## src/rtl/inertial_filter_pkg.sv

```systemverilog
// Shared types and helpers for the inertial_filter block.
package inertial_filter_pkg;

  typedef enum logic {
    STABLE  = 1'b0,
    PENDING = 1'b1
  } if_state_t;

  // Counter width able to hold 0..delay.
  function automatic int unsigned cnt_width(input int unsigned delay);
    return (delay < 1) ? 1 : $clog2(delay + 1);
  endfunction

endpackage

```

## src/rtl/inertial_filter_sync_chain.sv

```systemverilog
// Input synchronizer: din shifts through STAGES flops; q is the last stage.
module sync_chain #(
  parameter int unsigned STAGES = 2,
  parameter logic        INIT   = 1'b0
) (
  input  logic clk,
  input  logic rst,
  input  logic d,
  output logic q
);

  logic [STAGES-1:0] ff;

  always_ff @(posedge clk) begin
    if (rst) begin
      ff <= {STAGES{INIT}};
    end else begin
      ff[0] <= d;
      for (int i = 1; i < STAGES; i++) begin
        ff[i] <= ff[i-1];
      end
    end
  end

  assign q = ff[STAGES-1];

endmodule

```

## src/rtl/inertial_filter.sv

```systemverilog
// Clocked inertial delay: a synchronized level must persist DELAY cycles
// before dout follows; shorter excursions are swallowed and flagged as glitches.
module inertial_filter
  import inertial_filter_pkg::*;
#(
  parameter int unsigned DELAY       = 5,
  parameter int unsigned SYNC_STAGES = 2,
  parameter logic        INIT        = 1'b0
) (
  input  logic clk,
  input  logic rst,
  input  logic din,
  output logic dout,
  output logic rise,
  output logic fall,
  output logic glitch,
  output logic busy
);

  localparam int unsigned     CNT_W    = cnt_width(DELAY);
  localparam logic [CNT_W-1:0] CNT_LAST = CNT_W'(DELAY - 1);

  logic             s;
  if_state_t        state, state_nxt;
  logic [CNT_W-1:0] cnt, cnt_nxt;
  logic             dout_nxt, rise_nxt, fall_nxt, glitch_nxt;
  logic             differs;

  sync_chain #(
    .STAGES (SYNC_STAGES),
    .INIT   (INIT)
  ) u_sync (
    .clk (clk),
    .rst (rst),
    .d   (din),
    .q   (s)
  );

  always_ff @(posedge clk) begin
    if (rst) begin
      state  <= STABLE;
      cnt    <= '0;
      dout   <= INIT;
      rise   <= 1'b0;
      fall   <= 1'b0;
      glitch <= 1'b0;
    end else begin
      state  <= state_nxt;
      cnt    <= cnt_nxt;
      dout   <= dout_nxt;
      rise   <= rise_nxt;
      fall   <= fall_nxt;
      glitch <= glitch_nxt;
    end
  end

  assign differs = (s != dout);

  // Next-state: count consecutive disagreeing cycles, commit on the DELAY-th.
  always_comb begin
    state_nxt  = state;
    cnt_nxt    = cnt;
    dout_nxt   = dout;
    rise_nxt   = 1'b0;
    fall_nxt   = 1'b0;
    glitch_nxt = 1'b0;
    case (state)
      STABLE: begin
        if (differs) begin
          if (DELAY == 1) begin
            dout_nxt = s;
            rise_nxt = s;
            fall_nxt = ~s;
          end else begin
            cnt_nxt   = CNT_W'(1);
            state_nxt = PENDING;
          end
        end
      end
      PENDING: begin
        if (differs) begin
          if (cnt == CNT_LAST) begin
            dout_nxt  = s;
            rise_nxt  = s;
            fall_nxt  = ~s;
            cnt_nxt   = '0;
            state_nxt = STABLE;
          end else begin
            cnt_nxt = cnt + CNT_W'(1);
          end
        end else begin
          cnt_nxt    = '0;
          glitch_nxt = 1'b1;
          state_nxt  = STABLE;
        end
      end
      default: begin
        cnt_nxt   = '0;
        state_nxt = STABLE;
      end
    endcase
  end

  assign busy = (state == PENDING);

endmodule

```

## config.mk

```make
export PLATFORM = sky130hd
export DESIGN_NAME = inertial_filter
export DESIGN_NICKNAME = d
export VERILOG_FILES = /design/src/rtl/inertial_filter_pkg.sv /design/src/rtl/inertial_filter_sync_chain.sv /design/src/rtl/inertial_filter.sv
export SDC_FILE = /design/constraint.sdc
export NUM_CORES = 1
export LEC_CHECK = 0
export BUFFER_PORTS_ARGS = -buffer_cell sky130_fd_sc_hd__buf_4
export CAP_MARGIN = 40
export CELL_PAD_IN_SITES_DETAIL_PLACEMENT = 1
export CELL_PAD_IN_SITES_GLOBAL_PLACEMENT = 2
export CORE_MARGIN = 1.5
export CORE_UTILIZATION = 26
export DETAILED_ROUTE_END_ITERATION = 8
export PLACE_DENSITY_LB_ADDON = 0.1
export RECOVER_POWER = 50
export SLEW_MARGIN = 20
export SYNTH_ARGS = -nofsm -noshare
export SYNTH_HDL_FRONTEND = slang
export SYNTH_SLANG_ARGS = --single-unit
```

## constraint.sdc

```tcl
create_clock -name clk -period 1.3 [get_ports clk]
set_clock_uncertainty 0.15 [all_clocks]
set_input_delay 0 -clock clk [delete_from_list [all_inputs] [get_ports clk]]
set_output_delay 0 -clock clk [all_outputs]
set_load 0.01 [all_outputs]
```

# [Word-level counts from Yosys, hierarchy flattened]
# Cells that the tools add are included.
[op_classes] n_addsub=1 n_mux=9 reduce_logical=3 eq_ne=3 n_bitwise=4
[op_table] cell="two-way mux 3 bit" n=3
[op_table] cell="case mux 3 bit (2 select lines)" n=1
[op_table] cell="two-way mux 1 bit" n=4
[op_table] cell="inverter 1 bit" n=4
[op_table] cell="OR reduction 4 bit" n=1
[op_table] cell="adder 3 x 1 -> 3 bit, second input constant" n=1
[op_table] cell="equality test 3 bit, second input constant" n=1
[op_table] cell="AND reduction 3 bit" n=1
[op_table] cell="inequality test 2 bit, second input constant" n=1
[op_table] cell="case mux 1 bit (2 select lines)" n=1
[op_table] cell="OR reduction 2 bit" n=1
[op_table] cell="inequality test 1 bit" n=1
[totals] out_inout_bits=5 input_bits=3 elab_cells=27 register_bits=10

# [Longest topological paths before layout]
[logic_depth] ltp_word=4 mapped_depth=5 depth_no_buf=5

# [By module]
# A second synthesis with hierarchy kept.
[hier_totals] hier_cells=40 area_unflattened_um2=391.6
[by_module_without_submodules] module="inertial_filter" instances=1 area_each_um2=339.1 cells_per_inst=36 seq_area_each_um2=160.2
[by_module_without_submodules] module="sync_chain" instances=1 area_each_um2=52.6 cells_per_inst=4 seq_area_each_um2=40.0

# [Worst setup path after synthesis]
# Ideal clock, no wire load.
[synth_path] path_type="flip-flop to flip-flop" start="register cnt[0]" end="register rise" n_path_buf=0 arrival_time_ns=1.109 stages_incl_launch_ff=6 setup_time_ns=0.080 slack_ns=-0.039 required_time_ns=1.070 cell_sequence="dfxtp_1 > inv_1 > ha_1 > nand2_1 > or3_4 > nor3b_1"
[synth_between] elab_chain_cells=3
[synth_rtl] element="start, declared" line="inertial_filter.sv:25" text="logic [CNT_W-1:0] cnt, cnt_nxt;"
[synth_rtl] element="start signal, assigned" line="inertial_filter.sv:49" text="cnt <= cnt_nxt;"
[synth_rtl] element="equality test 3 bit" line="inertial_filter.sv:82" text="if (cnt == CNT_LAST) begin"
[synth_rtl] element="inverter 1 bit (no line)"
[synth_rtl] element="OR reduction 4 bit (no line)"
[synth_rtl] element="end signal, assigned" line="inertial_filter.sv:51" text="rise <= rise_nxt;"
[synth_rtl] element="end, declared" line="inertial_filter.sv:14" text="output logic rise,"
# No other way between the ends.
# A chain may end at the register's enable or synchronous reset.

# [Final worst setup path]
[layout_path] start="register cnt[1]" end="register rise"
# The elaborated chain is that of the path after synthesis.

==> impl_metrics.tcl <==
set metrics [dict create \
    clk_latency_ps 260 \
    grt_usage_pct 12.38 \
    overflow 0 \
    syn-num-nets 46 \
    final_area_sq_um 623.1 \
    drtPass1Iterations 3 \
    rows 13 \
    routabilityCongestion 0.6993 \
    die_w_um 42.24 \
    hold_viol 0 \
    wl_per_cell_um 12.29 \
    arrival_ps 1360 \
    clk_pin_slew_worst_paths_ps 60 \
    netlist_instances 41 \
    coreArea_sq_um 1366 \
    final_common_cell "buf_4" \
    crit_fanout 2 \
    worstRegToRegCells 5 \
    synth.distinct_cells 20 \
    grt_pass1_vias 375 \
    min_path_type "register to register" \
    viasPerCell 4.667 \
    dp.cells 69 \
    final_cells 75 \
    netlist_area_sq_um 400.4 \
    gr-max-usage-layer "met2" \
    relSlewSlack_pct 75.52 \
    synthXorXnorAreaFrac_pct 6.250 \
    yosys_warnings 0 \
    tritoncts "done" \
    grt_first_pass_wirelength_um 1587 \
    ys.flop_type "dfxtp_1" \
    nFillCells 164 \
    hold_slack_ps 298.4 \
    port_buffers 7 \
    met3_usage_pct 8.190 \
    synth_async_sr_flop_share_pct 0 \
    layout_common_cells "12 x buf_4, 7 x dfxtp_1" \
    drtIter0Drc 2 \
    r2r_end "rise$_SDFF_PP0_" \
    final-setup-viol-count 2 \
    pre_cts_slack_ps -91.38 \
    synth-simple-area-share_pct 25.63 \
    insertedDiodeCount 0 \
    start_util_pct 29.30 \
    tightest_slew_ps 367.2 \
    cap_violations 0 \
    r2r_setup_slack_ps -30 \
    synth_top_cell_by_area "dfxtp_1" \
    ant_nets 0 \
    placed_area_sq_um 548.0 \
    finalPower_uw 567.1 \
    gr-usage-met1_pct 13.28 \
    timing.final.ws_setup_ps -28.55 \
    ioPinCount 8 \
    required_ps 1330 \
    antenna_found_initial 0 \
    hold_end "u_sync.ff[1]$_SDFF_PP0_" \
    synth-compound-area-share_pct 5.625 \
    synth.top_cell.area_share_pct 50.00 \
    area_growth_pct 55.63 \
    cts.sinks 10 \
    post-route-period-util_pct 102.2 \
    drt-total-wl_um 922 \
    die_y_um 42.24 \
    root_buffer "clkbuf_4" \
    rsz0062_at_grt "yes" \
    yosys_register_bits 10 \
    synthTopCellsByArea "dfxtp_1 50%, ha_1 6.3%, xor2_2 4.1%" \
    cp-start-kind "register" \
    peakVddDrop_mv 0.5597 \
    yosysSeqAreaShare_pct 50.00 \
    grt_max_degree 10 \
    regArea_sq_um 203.9 \
    timing.rr.start "cnt[1]$_SDFFE_PP0P_" \
    muxShareOfSynthArea_pct 2.500 \
    htree_levels 1 \
    fin_crit_ps 1329 \
    drc 0 \
    status "complete, but fails checks" \
    violations "negative setup slack" \
    synth_fa_ha_area_share_pct 6.250 \
    synth_top_family_by_area "simple AND/OR/NAND/NOR gates" \
    dieArea_sq_um 1784 \
    cp-end-kind "register" \
    drive_gt1_share_pct 50.00 \
    drv_slew 0 \
    fmax_mhz 752.7 \
    synth_edf_count 0 \
    numCtsBuffers 3 \
    crit_type "register to register" \
    multiInputGateArea_sq_um 245.2 \
    hold_depth 1 \
    vias 350 \
    synth.avg_cell_area_sq_um 9.765 \
    min_from "u_sync.ff[0]$_SDFF_PP0_" \
    fin_nets 67 \
    clock_path_buffers 2 \
    use_met2_pct 19.69 \
    power.density_nw_per_um2 910.1 \
    p_leak_nw 0.2366 \
]
## cells in the mapped netlist (all sizes together), types with 2 or more instances
| master | instances |
|---|---|
| nor2b | 2 |
| nand2 | 2 |
| a21oi | 2 |
| ha | 2 |
| dfxtp | 10 |
| nand3 | 3 |
| nor3b | 2 |
| nor2 | 4 |
| inv | 3 |
| nand4 | 2 |
## power breakdown
part           switching (mW)  leakage [nW]  internal, mW
Sequential            0.00470        0.0825         0.313
Clock                  0.0940        0.0138         0.106
Combinational          0.0231         0.140        0.0260
## kinds of logic (layout without fill, tap and decap cells)
logic type      after synthesis  after routing
xor+xnor                      2              2
compound gates                4              4
simple gates                 18             18
flops                        10             10
mux                           1              1
fa+ha+maj                     2              2
buf+inv                       4             23
## cell type report
| class | count | share of cell area (%) |
|---|---|---|
| clock buffers | 3 | 3.614 |
| inverters | 3 | 1.807 |
| multi-input cells | 27 | 39.36 |
| flip-flops and latches | 10 | 32.73 |
| well taps | 15 | 3.012 |
| repair buffers | 17 | 19.48 |
## per-layer routing
layer | wire length, um | up-vias
li1 | - | 179
met1 | 363 | 162
met2 | 501 | 9
met3 | 58 | 0
met4 | 0 | 0
met5 | 0 | -
## worst max path at each step
| stage | start | slack, ps | end | depth (start not counted) |
|---|---|---|---|---|
| 3_3_place_gp | cnt[1]$_SDFFE_PP0P_ | -5 | fall$_SDFF_PP0_ | 5 |
| 4_1_cts | cnt[0]$_SDFFE_PP0P_ | -70 | rise$_SDFF_PP0_ | 5 |
| 6_report | cnt[1]$_SDFFE_PP0P_ | -30 | rise$_SDFF_PP0_ | 5 |
| 5_1_grt | cnt[0]$_SDFFE_PP0P_ | -100 | rise$_SDFF_PP0_ | 5 |
| 3_5_place_dp | cnt[0]$_SDFFE_PP0P_ | -90 | rise$_SDFF_PP0_ | 5 |
| 2_1_floorplan | cnt[1]$_SDFFE_PP0P_ | -7 | rise$_SDFF_PP0_ | 5 |
## worst max-delay path, cell delays in order, from the launching register on
cell and delay, ps:
dfxtp_2 320, inv_2 60, ha_4 130, nand2_2 50, or3_4 350, nor3b_4 180
## stage by stage
| step | TNS [ps] | util, % |
|---|---|---|
| 2_1_floorplan | -14.66 | - |
| 3_3_place_gp | -9.937 | 40.11 |
| 3_5_place_dp | -136.1 | 40.11 |
| 4_1_cts | -105.1 | 43.77 |
| 5_1_grt | -217.1 | 45.60 |
| 6_report | -46.14 | 45.60 |
## sequential cells by signal, indices dropped and copies added (netlist names)
name,flops
busy,1
rise,1
glitch,1
u_sync.ff,2
dout,1
fall,1
cnt,3
## repair_timing
item,4_1_cts,5_1_grt
hold buffers,2,0
endpoints found under the setup margin,2,5
endpoints found under the hold margin,10,0
resized for setup,0,7
pin swaps,3,2
setup buffers,1,0
No activity file was read; power rests on OpenSTA's default activity.
